File: src/rtl/data_sel_wb.sv
// Write-back data selector: picks one of five datapath sources per SEL and queues {word, Dest, err}
// in a 2-entry valid/ready buffer. Define DATA_SEL_SIGNEXT_EN to sign-extend NUM instead of zero-extending it.
module data_sel_wb #(
  parameter int WIDTH  = 8,
  parameter int NUM_W  = 3,
  parameter int DEST_W = 3
) (
  input  logic              clk,
  input  logic              rst_n,
  input  logic [WIDTH-1:0]  DataIn,
  input  logic [WIDTH-1:0]  Direccion,
  input  logic [NUM_W-1:0]  NUM,
  input  logic [WIDTH-1:0]  RY,
  input  logic [WIDTH-1:0]  Resultado,
  input  logic [2:0]        SEL,
  input  logic [DEST_W-1:0] Dest,
  input  logic              in_valid,
  output logic              in_ready,
  output logic [WIDTH-1:0]  Dato_Registro,
  output logic [DEST_W-1:0] Dest_Out,
  output logic              Sel_Err,
  output logic              out_valid,
  input  logic              out_ready,
  output logic [7:0]        Tx_Count
);

  localparam logic [1:0] EMPTY = 2'd0;
  localparam logic [1:0] ONE   = 2'd1;
  localparam logic [1:0] FULL  = 2'd2;

  typedef struct packed {
    logic [WIDTH-1:0]  word;
    logic [DEST_W-1:0] dest;
    logic              err;
  } entry_t;

  logic [WIDTH-1:0] num_ext;
  entry_t           in_entry;

  // A zero-width replication is illegal, so the pass-through case gets its own branch.
  generate
    if (NUM_W == WIDTH) begin : g_num_pass
      assign num_ext = NUM;
    end else begin : g_num_ext
`ifdef DATA_SEL_SIGNEXT_EN
      assign num_ext = {{(WIDTH-NUM_W){NUM[NUM_W-1]}}, NUM};
`else
      assign num_ext = {{(WIDTH-NUM_W){1'b0}}, NUM};
`endif
    end
  endgenerate

  // NOTE: every output of an always_comb gets a default first so no path leaves it unassigned (no latch).
  always_comb begin
    in_entry      = '0;
    in_entry.dest = Dest;
    case (SEL)
      3'd0:    in_entry.word = DataIn;
      3'd1:    in_entry.word = Direccion;
      3'd2:    in_entry.word = num_ext;
      3'd3:    in_entry.word = RY;
      3'd4:    in_entry.word = Resultado;
      default: in_entry.err  = 1'b1;
    endcase
  end

  logic [1:0] count_q, count_d;
  entry_t     head_q, head_d;
  entry_t     tail_q, tail_d;
  logic [7:0] tx_q, tx_d;
  logic       push, pop;

  assign in_ready      = (count_q != FULL);
  assign out_valid     = (count_q != EMPTY);
  assign push          = in_valid & in_ready;
  assign pop           = out_valid & out_ready;
  assign Dato_Registro = head_q.word;
  assign Dest_Out      = head_q.dest;
  assign Sel_Err       = head_q.err;
  assign Tx_Count      = tx_q;

  always_comb begin
    count_d = count_q;
    head_d  = head_q;
    tail_d  = tail_q;
    tx_d    = pop ? tx_q + 8'd1 : tx_q;
    case (count_q)
      EMPTY: if (push) begin
        head_d  = in_entry;
        count_d = ONE;
      end
      ONE: case ({push, pop})
        2'b10: begin
          tail_d  = in_entry;
          count_d = FULL;
        end
        2'b01:   count_d = EMPTY;
        2'b11:   head_d  = in_entry;
        default: count_d = ONE;
      endcase
      FULL: if (pop) begin
        head_d  = tail_q;
        count_d = ONE;
      end
      default: count_d = EMPTY;
    endcase
  end

  // NOTE: sequential state uses non-blocking assignments so every flop samples pre-edge values.
  // NOTE: the two storage entries are reset too, because the head drives the outputs, which must read 0 in reset.
  always_ff @(posedge clk or negedge rst_n) begin
    if (!rst_n) begin
      count_q <= EMPTY;
      head_q  <= '0;
      tail_q  <= '0;
      tx_q    <= '0;
    end else begin
      count_q <= count_d;
      head_q  <= head_d;
      tail_q  <= tail_d;
      tx_q    <= tx_d;
    end
  end

endmodule

File: config.mk
export PLATFORM = sky130hd
export DESIGN_NAME = data_sel_wb
export DESIGN_NICKNAME = d
export VERILOG_FILES = /design/src/rtl/data_sel_wb.sv
export SDC_FILE = /design/constraint.sdc
export NUM_CORES = 1
export LEC_CHECK = 0
export CAP_MARGIN = 20
export CORE_ASPECT_RATIO = 0.5
export CORE_MARGIN = 1
export CORE_UTILIZATION = 29
export CTS_CLUSTER_DIAMETER = 60
export DETAILED_ROUTE_END_ITERATION = 10
export GPL_TIMING_DRIVEN = 0
export PLACE_DENSITY = 0.6
export SYNTH_ARGS = -nofsm -noshare
export SYNTH_HDL_FRONTEND = slang
export SYNTH_SLANG_ARGS = --single-unit
export TNS_END_PERCENT = 5
File: constraint.sdc
create_clock -name clk -period 2.75 [get_ports clk]
set_input_delay 0.275 -clock clk [delete_from_list [all_inputs] [get_ports clk]]
set_output_delay 0.275 -clock clk [all_outputs]
set_load 0.02 [all_outputs]
* Word level (Yosys, flattened, before mapping)
Index checks and enable logic that the tools add are counted.
** Operators by class
- Add/subtract/negate cells :: 1
- Eq/ne operators :: 14
- Multiplexer cells :: 10
- Bitwise gates (word level) :: 2
- Reductions and logical operators :: 8
** Operators with widths (count)
- $pmux W8 S5 :: 1
- $mux W12 :: 3
- $pmux W12 S3 :: 1
- $pmux W2 S3 :: 2
- $add A8 B1 Y8 const B :: 1
- $ne A2 B2 Y1 const B :: 4
- $eq A2 B2 Y1 const B :: 3
- $eq A3 B2 Y1 const B :: 2
- $reduce_or A5 Y1 :: 1
- $eq A2 B1 Y1 const B :: 2
- $mux W2 :: 2
- $reduce_and A4 Y1 :: 1
- $eq A3 B1 Y1 const B :: 1
- $eq A3 B3 Y1 const B :: 1
- $logic_not A3 Y1 :: 1
- $reduce_and A3 Y1 :: 1
- $reduce_bool A3 Y1 :: 1
- $and A1 B1 Y1 :: 2
- $logic_not A2 Y1 :: 1
- $ne A2 B1 Y1 const B :: 1
- $reduce_and A2 Y1 :: 1
- $reduce_bool A2 Y1 :: 1
- $mux W1 :: 1
** Storage, ports and cells
- Flip-flop bits (word level) :: 34
- Bits of input ports :: 45
- Output and inout port bits :: 22
- Word-level logic and storage cells :: 43

* Logic depth before layout (Yosys ltp)
Gate-level depths: netlist of run 1.
- Word-level depth :: 5
- Mapped depth :: 10

* Worst setup path after synthesis of run 1
No wires, ideal clock.
- Path kind :: register to register
- Start :: register count_q[1]
- End :: register head_q, in the netlist Dato_Registro[7]
- Setup time :: 0.125 ns
- Data arrival time :: 1.903 ns
- Required time :: 2.625 ns
- Path slack :: 0.723 ns
- Cell stages (with the launch flop) :: 10
- Period minus slack after synthesis :: 2.027 ns
- Cell sequence :: dfrtp_1 > nor2b_2 > inv_2 > and2_1 > ha_1 > nand2_1 > a21o_1 > buf_6 > nand2_4 > mux2_2
** Between the ends
- Cells in the longest elaborated chain, start to end :: 5
- Elaborated cells between the ends (all ways) :: 14
- Classes of those cells :: eq/ne (7); mux (1); bitwise (2); reduce/logical (4)
** RTL lines
- start, declared :: line 67 : logic [1:0] count_q, count_d;
- start signal, assigned :: line 118 : count_q <= count_d;
- $ne A2 B2 Y1 * :: line 73 : assign in_ready = (count_q != FULL);
- named net in_ready :: line 18 : output logic in_ready,
- $and A1 B1 Y1 * :: line 75 : assign push = in_valid & in_ready;
- $eq A2 B2 Y1 :: line 92 : ONE: case ({push, pop})
- $ne A2 B1 Y1 (no source line)
- $reduce_and A4 Y1 (no source line) *
- end signal, assigned :: line 114 : head_q <= '0;
- end signal, assigned :: line 119 : head_q <= head_d;
- end, declared :: line 68 : entry_t head_q, head_d;
The timed path passes the listed nets; every way through them passes the cells marked *.
A chain may end at the register's enable or synchronous reset.

* Worst setup path in the final report of run 1
- Start :: register count_q[1]
- End :: register head_q, in the netlist Dest_Out[1]
** Between the ends
- Cells in the longest elaborated chain, start to end :: 5
- Elaborated cells between the ends (all ways) :: 14
- Classes of those cells :: eq/ne (7); mux (1); bitwise (2); reduce/logical (4)
** RTL lines (line)
- $ne A2 B2 Y1 or $reduce_bool A2 Y1 (tied branches) :: 73, 74
- $and A1 B1 Y1, on equally long branches :: 75, 76
- $eq A2 B2 Y1 :: 92
- $ne A2 B1 Y1 (no source line)
- $reduce_and A4 Y1 (no source line)
Several ways; a longest one is shown, not always the timed one.

==> metrics.yaml, run 1 <==
status: "completed"
avgSynthCellArea_um2: 9.98
ys.flop_type: "dfrtp_1"
synth.most_common_cell: "dfrtp_1"
coreArea_um2: 6360
powerDensity_nw_per_um2: 931
fp-row-count: 20
gp_congestion: 0.736
cp.arrival_ns: 2.35
rsz0062_at_grt: "false"
drtPass1Iterations: 4
synth_largest_area_cell: "dfrtp_1"
wl_um: 4760
io_buffers: 64
die_h_um: 60.7
fin_crit_sh_pct: 79.9
ir_worst_vdd_mv: 0.268
clock_skew_ns: 0.00543
wl_per_cell_um: 13.2
cts_tree: "built"
syn_inst: 200
placedCellCount: 352
dpl-instance-area_um2: 2740
ys_warn_count: 0
diodes: 0
layout-drive-gt1-share_pct: 16.2
min_period_ns: 2.20
multi_input_area_um2: 1040
final_area_um2: 2890
max_freq_mhz: 455
worstHoldPathType: "input pin to asynchronous set/reset pin"
async_reset_ff_share_pct: 100
layout.cells.non_filler: 360
clkTransAtPathRegs_ns: 0.05
ys_ff_latch: 34
p_leak_uw: 0.00126
synth_area_um2: 2000
final_util_pct: 45.5
vias: 1663
tightest_slew_ns: 0.736
postCtsHoldBufs: 0
syn-num-nets: 249
ys_top_cells_by_area: "dfrtp_1, nand2_1, mux2_2"
critPathLaunchType: "flop"
synth-seq-area-share_pct: 42.6
die_area_um2: 7240
path_class: "flop to flop"
num_io_pins: 67
seq_area_um2: 851
dpl.hpwl_um: 3750
grt_max_degree: 35
initial_core_util_pct: 31.4
grt_overflow: 0
setup_tns_ns: 0
grt_pass1_vias: 1618
drc: 0
grt.total_usage_pct: 14.4
r2r_cells: 9
synth_common_cells: "dfrtp_1, nand2_1, o21ai_0"
viasPerCell: 4.62
drt_iter0_drc: 57
yosysTopAreaCellShare_pct: 42.6
grt_pass1_wl_um: 7850
worstPathMaxFanout: 10
ant_nets: 0
cts_buffers: 5
clk_latency_ns: 0.28
yosysUniqueCellTypes: 47
antenna_found_initial: 0
synth_edf_count: 0
htree_levels: 2
cp-end-kind: "flop"
required_ns: 2.91
cts_max_path_buffers: 2
cts_setup_buffers: 0
slew_viol_final: 0
cts.sinks: 34
maxCapViolCount: 0
setup_viol: 0
root_buffer: "clkbuf_16"
area_growth_pct: 44.9
hold_viol_final: 0
nets: 320
num-fill-cells: 628
die_w_um: 119
cts_resized: 0
timing.slew.headroom_pct: 51.0
==> state kept, by name, summed over array words and instances (netlist names) <==
| register | flops |
|---|---|
| tail_q | 12 |
| Dato_Registro | 8 |
| Tx_Count | 8 |
| Dest_Out | 3 |
| count_q | 2 |
| Sel_Err | 1 |
==> per-stage QoR <==
stage	hold WS, ns	power [µW]	setup slack (ns)
after floorplan	-0.0206	1660	0.723
after global placement	0.456	2120	0.382
after detailed placement	0.389	2160	0.341
after CTS	0.0887	2730	0.555
after global routing	0.130	2880	0.423
final	0.0582	2690	0.551
==> layout by cell type, fill, tap and decap left out, types with 5 or more instances in the layout <==
master / synthesis / routed
xnor2_1: 6 / 6
clkdlybuf4s50_1: 0 / 63
a21oi_1: 5 / 5
nand3_1: 5 / 5
a22o_1: 6 / 6
o21ai_0: 18 / 18
dfrtp_1: 34 / 34
clkbuf_16: 0 / 5
nor2_1: 11 / 11
nand2_1: 31 / 31
mux2_2: 10 / 10
mux2i_1: 7 / 7
==> final cells by class <==
type                       count  share of cell area (%)
multi-input combinational    151                    36.0
timing repair buffer          64                    22.0
sequential                    34                    29.4
inverter                       4                   0.519
buffer                        11                    3.11
clock buffer                   6                    4.80
tap                           88                    3.80
clock inverter                 2                   0.432
==> final timing paths <==
path | start | to | slack [ns]
max in group asynchronous | rst_n | Tx_Count[7] | 2.22
max | count_q[1] | Dest_Out[1] | 0.55
min | rst_n | tail_q[4] | 0.06
max reg2reg | count_q[1] | Dest_Out[1] | 0.55
min reg2reg | tail_q[10] | tail_q[10] | 0.48
min in group clk | tail_q[10] | tail_q[10] | 0.48
==> worst max-delay path: stages (launching register included) <==
cell and delay (ns):
dfrtp_1 0.47, nor2b_2 0.21, inv_2 0.13, and2_1 0.21
ha_1 0.20, nand2_1 0.06, a21o_1 0.18, buf_6 0.14
nand2_4 0.13, mux2_2 0.35
==> cells by family (layout without fill, tap and decap cells) <==
kind of cell	after synthesis	count (layout)	share of synthesized area, %
and+or+nand+nor	71	71	19.7
AOI/OAI and AO/OA	52	52	17.7
DFF	34	34	42.6
muxes	17	17	9.15
buffers and inverters	15	87	5.26
xor gates and xnor gates	7	7	3.07
adders and majority gates	4	4	2.51
==> where the power goes <==
group / internal (µW) / leakage [µW] / switching (µW)
Combinational: 659 / 0.000753 / 599
Sequential: 725 / 0.000430 / 156
Clock: 358 / 0.0000729 / 196
==> routing by layer <==
metal	part of all wire [%]	global-route usage, %	routed length, µm	up-vias
li1	-	-	-	853
met5	0	0	0	-
met3	4.5	4.79	213	4
met2	46	23.8	2160	39
met4	1.2	5.36	55	0
met1	49	18.0	2320	767
No activity file was read; power rests on OpenSTA's default activity.
==> inputs of run 2 (changes only) <==
--- a/config.mk
+++ b/config.mk
@@ -12,7 +12,7 @@
 export CTS_CLUSTER_DIAMETER = 60
 export DETAILED_ROUTE_END_ITERATION = 10
 export GPL_TIMING_DRIVEN = 0
-export PLACE_DENSITY = 0.6
+export PLACE_DENSITY = 0.62
 export SYNTH_ARGS = -nofsm -noshare
 export SYNTH_HDL_FRONTEND = slang
 export SYNTH_SLANG_ARGS = --single-unit
==> constraint.sdc (replaced) <==
create_clock -name clk -period 1.9 [get_ports clk]
set_input_delay 0.19 -clock clk [delete_from_list [all_inputs] [get_ports clk]]
set_output_delay 0.19 -clock clk [all_outputs]
set_load 0.02 [all_outputs]
==> run 2 against run 1 <==
  * The run now ends with hold timing left
  * Via count up 3.1%
  * First-iteration DRC count up 56%
  * Clock power up 63%
  * Combinational power up 52%
  * Core utilization up 1.1 points
  * Cell count up 0.56%
  * Worst setup slack worse by 0.49 ns
==> metrics.yaml, run 2 (synthesis results as in run 1) <==
status: "finished, violations left"  # was completed
violations: "hold timing"
viasPerCell: 4.74  # was 4.62
coreArea_um2: 6360  # unchanged
dpl.hpwl_um: 3700  # was 3750 µm
die_w_um: 119  # unchanged
fp-row-count: 20  # unchanged
path_cells: "nor2b_4, inv_4, buf_4, clkdlybuf4s50_1"  # was nor2b_2, inv_2, and2_1, ha_1, nand2_1, a21o_1, buf_6, nand2_4, mux2_2
cts_tree: "built"  # unchanged
grt.total_usage_pct: 14.1  # was 14.4%
wl_per_cell_um: 13.1  # was 13.2 µm
nets: 322  # was 320
initial_core_util_pct: 31.4  # unchanged
timing.hold.ws_ns: -0.0183  # was 0.0582 ns
tightest_slew_ns: 0.743  # was 0.736 ns
cts.sinks: 34  # unchanged
io_buffers: 64  # unchanged
num-fill-cells: 610  # was 628
diodes: 0  # unchanged
r2r_setup_slack_ns: 0.10  # was 0.55 ns
combPwrFrac_pct: 46.9  # was 46.7%
layout-drive-gt1-share_pct: 18.2  # was 16.2%
slowest_stage: "clkdlybuf4s50_1"  # was dfrtp_1
final_util_pct: 46.7  # was 45.5%
area_growth_pct: 48.6  # was 44.9%
final_area_um2: 2970  # was 2890 µm²
fin_crit_sh_pct: 96.7
cp-end-kind: "primary output"  # was flop
timing.rr.start: "count_q[1]"  # unchanged
p_total_uw: 4080  # was 2690 µW
p_int_uw: 2670  # was 1740 µW
clkTransAtPathRegs_ns: 0.05  # about the same
p_clk_share_pct: 22.1  # was 20.6%
p_leak_uw: 0.00128  # was 0.00126 µW
grt_max_degree: 35  # unchanged
cp.arrival_ns: 1.65  # was 2.35 ns
p_sw_share_pct: 34.6  # was 35.3%
powerDensity_nw_per_um2: 1370  # was 931 nW/µm²
crit_path_start: "count_q[1]"  # unchanged
setup_viol: 0  # unchanged
root_buffer: "clkbuf_16"  # unchanged
num_io_pins: 67  # unchanged
power_switching_uw: 1410  # was 952 µW
grt_overflow: 0  # unchanged
max_freq_mhz: 544
htree_levels: 2  # unchanged
max_stage_delay_ns: 0.60  # was 0.47 ns
regMostFlops: "tail_q"  # unchanged
r2r_cells: 9  # unchanged
dpl-instance-area_um2: 2770  # was 2740 µm²
multi_input_area_um2: 1080  # was 1040 µm²
worstPathMaxFanout: 7  # was 10
grt_pass1_vias: 1702  # was 1618
critPathLaunchType: "flop"  # unchanged
path_class: "flop to primary output"  # was flop to flop
drt_iter0_drc: 89  # was 57
clock_skew_ns: 0.00402  # was 0.00543 ns
gp_congestion: 0.770  # was 0.736
hold_viol_final: 34  # was 0
worstHoldPathType: "input pin to asynchronous set/reset pin"  # unchanged
r2r_end: "Dest_Out[1]"  # unchanged
timing.slew.headroom_pct: 50.5  # was 51.0%
wl_um: 4750  # was 4760 µm
maxCapViolCount: 0  # unchanged
clk_latency_ns: 0.27  # was 0.28 ns
ir_worst_vdd_mv: 0.431  # was 0.268 mV
min_period_ns: 1.84
largest_register_ffs: 12  # unchanged
ant_nets: 0  # unchanged
setup_tns_ns: 0  # unchanged
slew_viol_final: 0  # unchanged
die_area_um2: 7240  # unchanged
seqPwrFrac_pct: 30.9  # was 32.7%
postCtsHoldBufs: 0  # unchanged
final_cell_mix: "clkdlybuf4s50_1, dfrtp_1, nand2_1"  # unchanged
required_ns: 1.71  # was 2.91 ns
vias: 1715  # was 1663
cts_max_path_buffers: 2  # unchanged
grt_pass1_wl_um: 7960  # was 7850 µm
drtPass1Iterations: 4  # unchanged
drc: 0  # unchanged
cts_buffers: 5  # unchanged
rsz0062_at_grt: "true"  # was false
die_h_um: 60.7  # unchanged
antenna_found_initial: 0  # unchanged
seq_area_um2: 852  # was 851 µm²
final_common_cell: "clkdlybuf4s50_1"  # unchanged
[run 2: worst max-delay path by stage]
stage                            end  cells after the start
finish                      in_ready                      4
global route             Dest_Out[2]                      9
CTS                      Dest_Out[1]                      9
detailed placement           Sel_Err                      9
global placement         Dest_Out[0]                      9
floorplan           Dato_Registro[7]                      9
[run 2: routing by layer]
metal | part of all wire [%] | global-route usage (%) | wire [µm] | vias up
met2 | 45 | 24.2 | 2140 | 40
met4 | 0.86 | 4.64 | 41 | 0
met5 | 0 | 0 | 0 | -
met1 | 50 | 18.5 | 2360 | 807
li1 | - | - | - | 864
met3 | 4.5 | 2.82 | 213 | 4
[run 2: cell type report]
cell class / instances / area share (%)
Multi-Input combinational cell: 151 / 36.5
Inverter: 4 / 0.590
Sequential cell: 34 / 28.7
Buffer: 11 / 3.04
Tap cell: 88 / 3.71
Timing Repair Buffer: 66 / 21.9
Clock buffer: 5 / 4.22
Clock inverter: 3 / 1.35
[run 2: worst max-delay path: cells and delay by family (launching register included)]
family        cells  cell delay [ns]
flops             1             0.44
simple gates      1             0.15
buf+inv           3             0.79
[run 2: power groups by stage]
stage	clock network [µW]	registers (µW)	logic [µW]
after floorplan	0	1460	982
final	902	1260	1910
after global placement	0	1270	1840
after global routing	955	1310	2100
after CTS	915	1270	1930
after detailed placement	0	1290	1880
[run 2: stage by stage]
stage | setup WS [ns] | instances
after floorplan | 0.0175 | 200
after global placement | -0.336 | 352
after detailed placement | -0.345 | 352
after CTS | 0.0334 | 362
after global routing | -0.00251 | 362
final | 0.0622 | 362
[run 2: timing repair]
item / CTS / global route
endpoints found under the setup margin: 7 / 8
cloned: 0 / 0
pin swaps: 0 / 1
gates resized for setup: 2 / 2
setup buffers: 2 / 0
==> inputs of run 3 (changes only) <==
--- a/config.mk
+++ b/config.mk
@@ -11,8 +11,7 @@
 export CORE_UTILIZATION = 29
 export CTS_CLUSTER_DIAMETER = 60
 export DETAILED_ROUTE_END_ITERATION = 10
-export GPL_TIMING_DRIVEN = 0
-export PLACE_DENSITY = 0.62
+export PLACE_DENSITY = 0.6
 export SYNTH_ARGS = -nofsm -noshare
 export SYNTH_HDL_FRONTEND = slang
 export SYNTH_SLANG_ARGS = --single-unit
==> constraint.sdc (replaced) <==
create_clock -name clk -period 1.7 [get_ports clk]
set_input_delay 0.17 -clock clk [delete_from_list [all_inputs] [get_ports clk]]
set_output_delay 0.17 -clock clk [all_outputs]
set_load 0.02 [all_outputs]
==> run 3 against run 2 <==
  * First-iteration DRC count grew 31%
  * Largest cell class unchanged
  * Worst setup slack lost 0.068 ns
  * Combinational power rose by 24%
  * Critical path type is now flop to flop
  * The run ends with setup timing left
  * Global-route usage up 0.36 points
==> metrics.yaml, run 3 (synthesis results as in run 1) <==
status: "finished, violations left"  # unchanged
violations: "setup timing"  # was hold timing
wl_um: 5150  # was 4750 µm
dpl.hpwl_um: 4010  # was 3700 µm
clk_latency_ns: 0.28  # was 0.27 ns
timing.slew.headroom_pct: 71.3  # was 50.5%
initial_core_util_pct: 31.4  # unchanged
maxCapViolCount: 0  # unchanged
hold_viol_final: 0  # was 34
coreArea_um2: 6360  # unchanged
diodes: 0  # unchanged
io_buffers: 66  # was 64
die_w_um: 119  # unchanged
regMostFlops: "tail_q"  # unchanged
clock_skew_ns: 0.00269  # was 0.00402 ns
gp_congestion: 0.765  # was 0.770
largest_register_ffs: 12  # unchanged
num-fill-cells: 603  # was 610
die_h_um: 60.7  # unchanged
powerDensity_nw_per_um2: 1540  # was 1370 nW/µm²
multi_input_area_um2: 1130  # was 1080 µm²
seq_area_um2: 853  # was 852 µm²
path_class: "flop to flop"  # was flop to primary output
fin_ws_ns: -0.00576  # was 0.0622 ns
worstPathMaxFanout: 6  # was 7
setup_tns_ns: -0.00576  # was 0 ns
slew_viol_final: 0  # unchanged
grt_pass1_wl_um: 8110  # was 7960 µm
drt_iter0_drc: 117  # was 89
tightest_slew_ns: 0.430  # was 0.743 ns
drc: 0  # unchanged
viasPerCell: 4.85  # was 4.74
rsz0062_at_grt: "true"  # unchanged
ir_worst_vdd_mv: 0.490  # was 0.431 mV
vias: 1837  # was 1715
p_total_uw: 4850  # was 4080 µW
die_area_um2: 7240  # unchanged
critPathLaunchType: "flop"  # unchanged
p_leak_uw: 0.00139  # was 0.00128 µW
worstHoldPathType: "input pin to asynchronous set/reset pin"  # unchanged
grt.total_usage_pct: 14.5  # was 14.1%
root_buffer: "clkbuf_16"  # unchanged
layout-drive-gt1-share_pct: 24.1  # was 18.2%
setup_viol: 1  # was 0
max_freq_mhz: 586
htree_levels: 2  # unchanged
required_ns: 1.86  # was 1.71 ns
grt_overflow: 0  # unchanged
cp.arrival_ns: 1.87  # was 1.65 ns
final_cell_mix: "clkdlybuf4s50_1, dfrtp_1, nand2_1"  # unchanged
ant_nets: 0  # unchanged
final_common_cell: "clkdlybuf4s50_1"  # unchanged
clkTransAtPathRegs_ns: 0.05  # about the same
cts_max_path_buffers: 2  # unchanged
cp-end-kind: "flop"  # was primary output
min_period_ns: 1.71
antenna_found_initial: 0  # unchanged
nets: 339  # was 322
grt_pass1_vias: 1738  # was 1702
area_growth_pct: 58.0  # was 48.6%
cts_tree: "built"  # unchanged
num_io_pins: 67  # unchanged
r2r_cells: 8  # was 9
cts.sinks: 34  # unchanged
cts_buffers: 5  # unchanged
drtPass1Iterations: 5  # was 4
wl_per_cell_um: 13.6  # was 13.1 µm
fp-row-count: 20  # unchanged
fin_crit_sh_pct: 100
grt_max_degree: 35  # unchanged
-- run 3: metal layers --
metal | global-route usage, % | routed length [µm]
met5 | 0 | 0
met2 | 24.9 | 2310
met3 | 3.20 | 257
met4 | 4.29 | 52
met1 | 18.9 | 2530
-- run 3: final cells by class --
class                      instances  area share (%)
clock buffer                       5            3.97
inverter                           4           0.555
sequential                        34            27.1
multi-input combinational        151            35.7
tap                               88            3.49
timing repair buffer              94            27.8
clock inverter                     3            1.43
-- run 3: path summary, 6_finish.rpt --
| kind | startpoint | to | slack [ns] |
|---|---|---|---|
| max | count_q[1] | Dato_Registro[7] | -0.006 |
| min | rst_n | tail_q[5] | 0.30 |
| max reg2reg | count_q[1] | Dato_Registro[7] | -0.006 |
| min reg2reg | Tx_Count[7] | Tx_Count[7] | 0.48 |
| max in group asynchronous | rst_n | count_q[1] | 1.07 |
| min in group clk | Tx_Count[7] | Tx_Count[7] | 0.48 |
-- run 3: through the flow --
stage | instance area, µm² | setup WS, ns | util (%) | instances | hold WS, ns
finish | 3150 | -0.00576 | 49.6 | 379 | 0.296
global route | 3150 | -0.0550 | 49.6 | 379 | 0.342
CTS | 3120 | -0.00858 | 49.1 | 378 | 0.315
detailed placement | 2930 | -0.177 | 46.1 | 370 | 0.468
global placement | 2930 | -0.131 | 46.1 | 370 | 0.460
floorplan | 2050 | -0.108 | - | 200 | -0.126
-- run 3: report_power, final --
part           internal (µW)  leakage [µW]  total [µW]  switching [µW]
clock network            690     0.0000760        1040             346
logic                   1280      0.000882        2370            1090
registers               1180      0.000427        1440             263
-- run 3: worst max-delay path, stage by stage (launching register included) --
cell and delay (ns):
dfrtp_2 0.42, nor2b_4 0.14, inv_4 0.04, and2_4 0.15, ha_4 0.14, nand2_2 0.05, a21o_4 0.23, nand2_8 0.10
mux2_4 0.30
-- run 3: timing repair --
item / in CTS / in global routing
endpoints found under the setup margin: 19 / 16
hold buffers: 0 / 0
setup buffers: 0 / 1
pin swaps: 0 / 3
resized for setup: 7 / 6
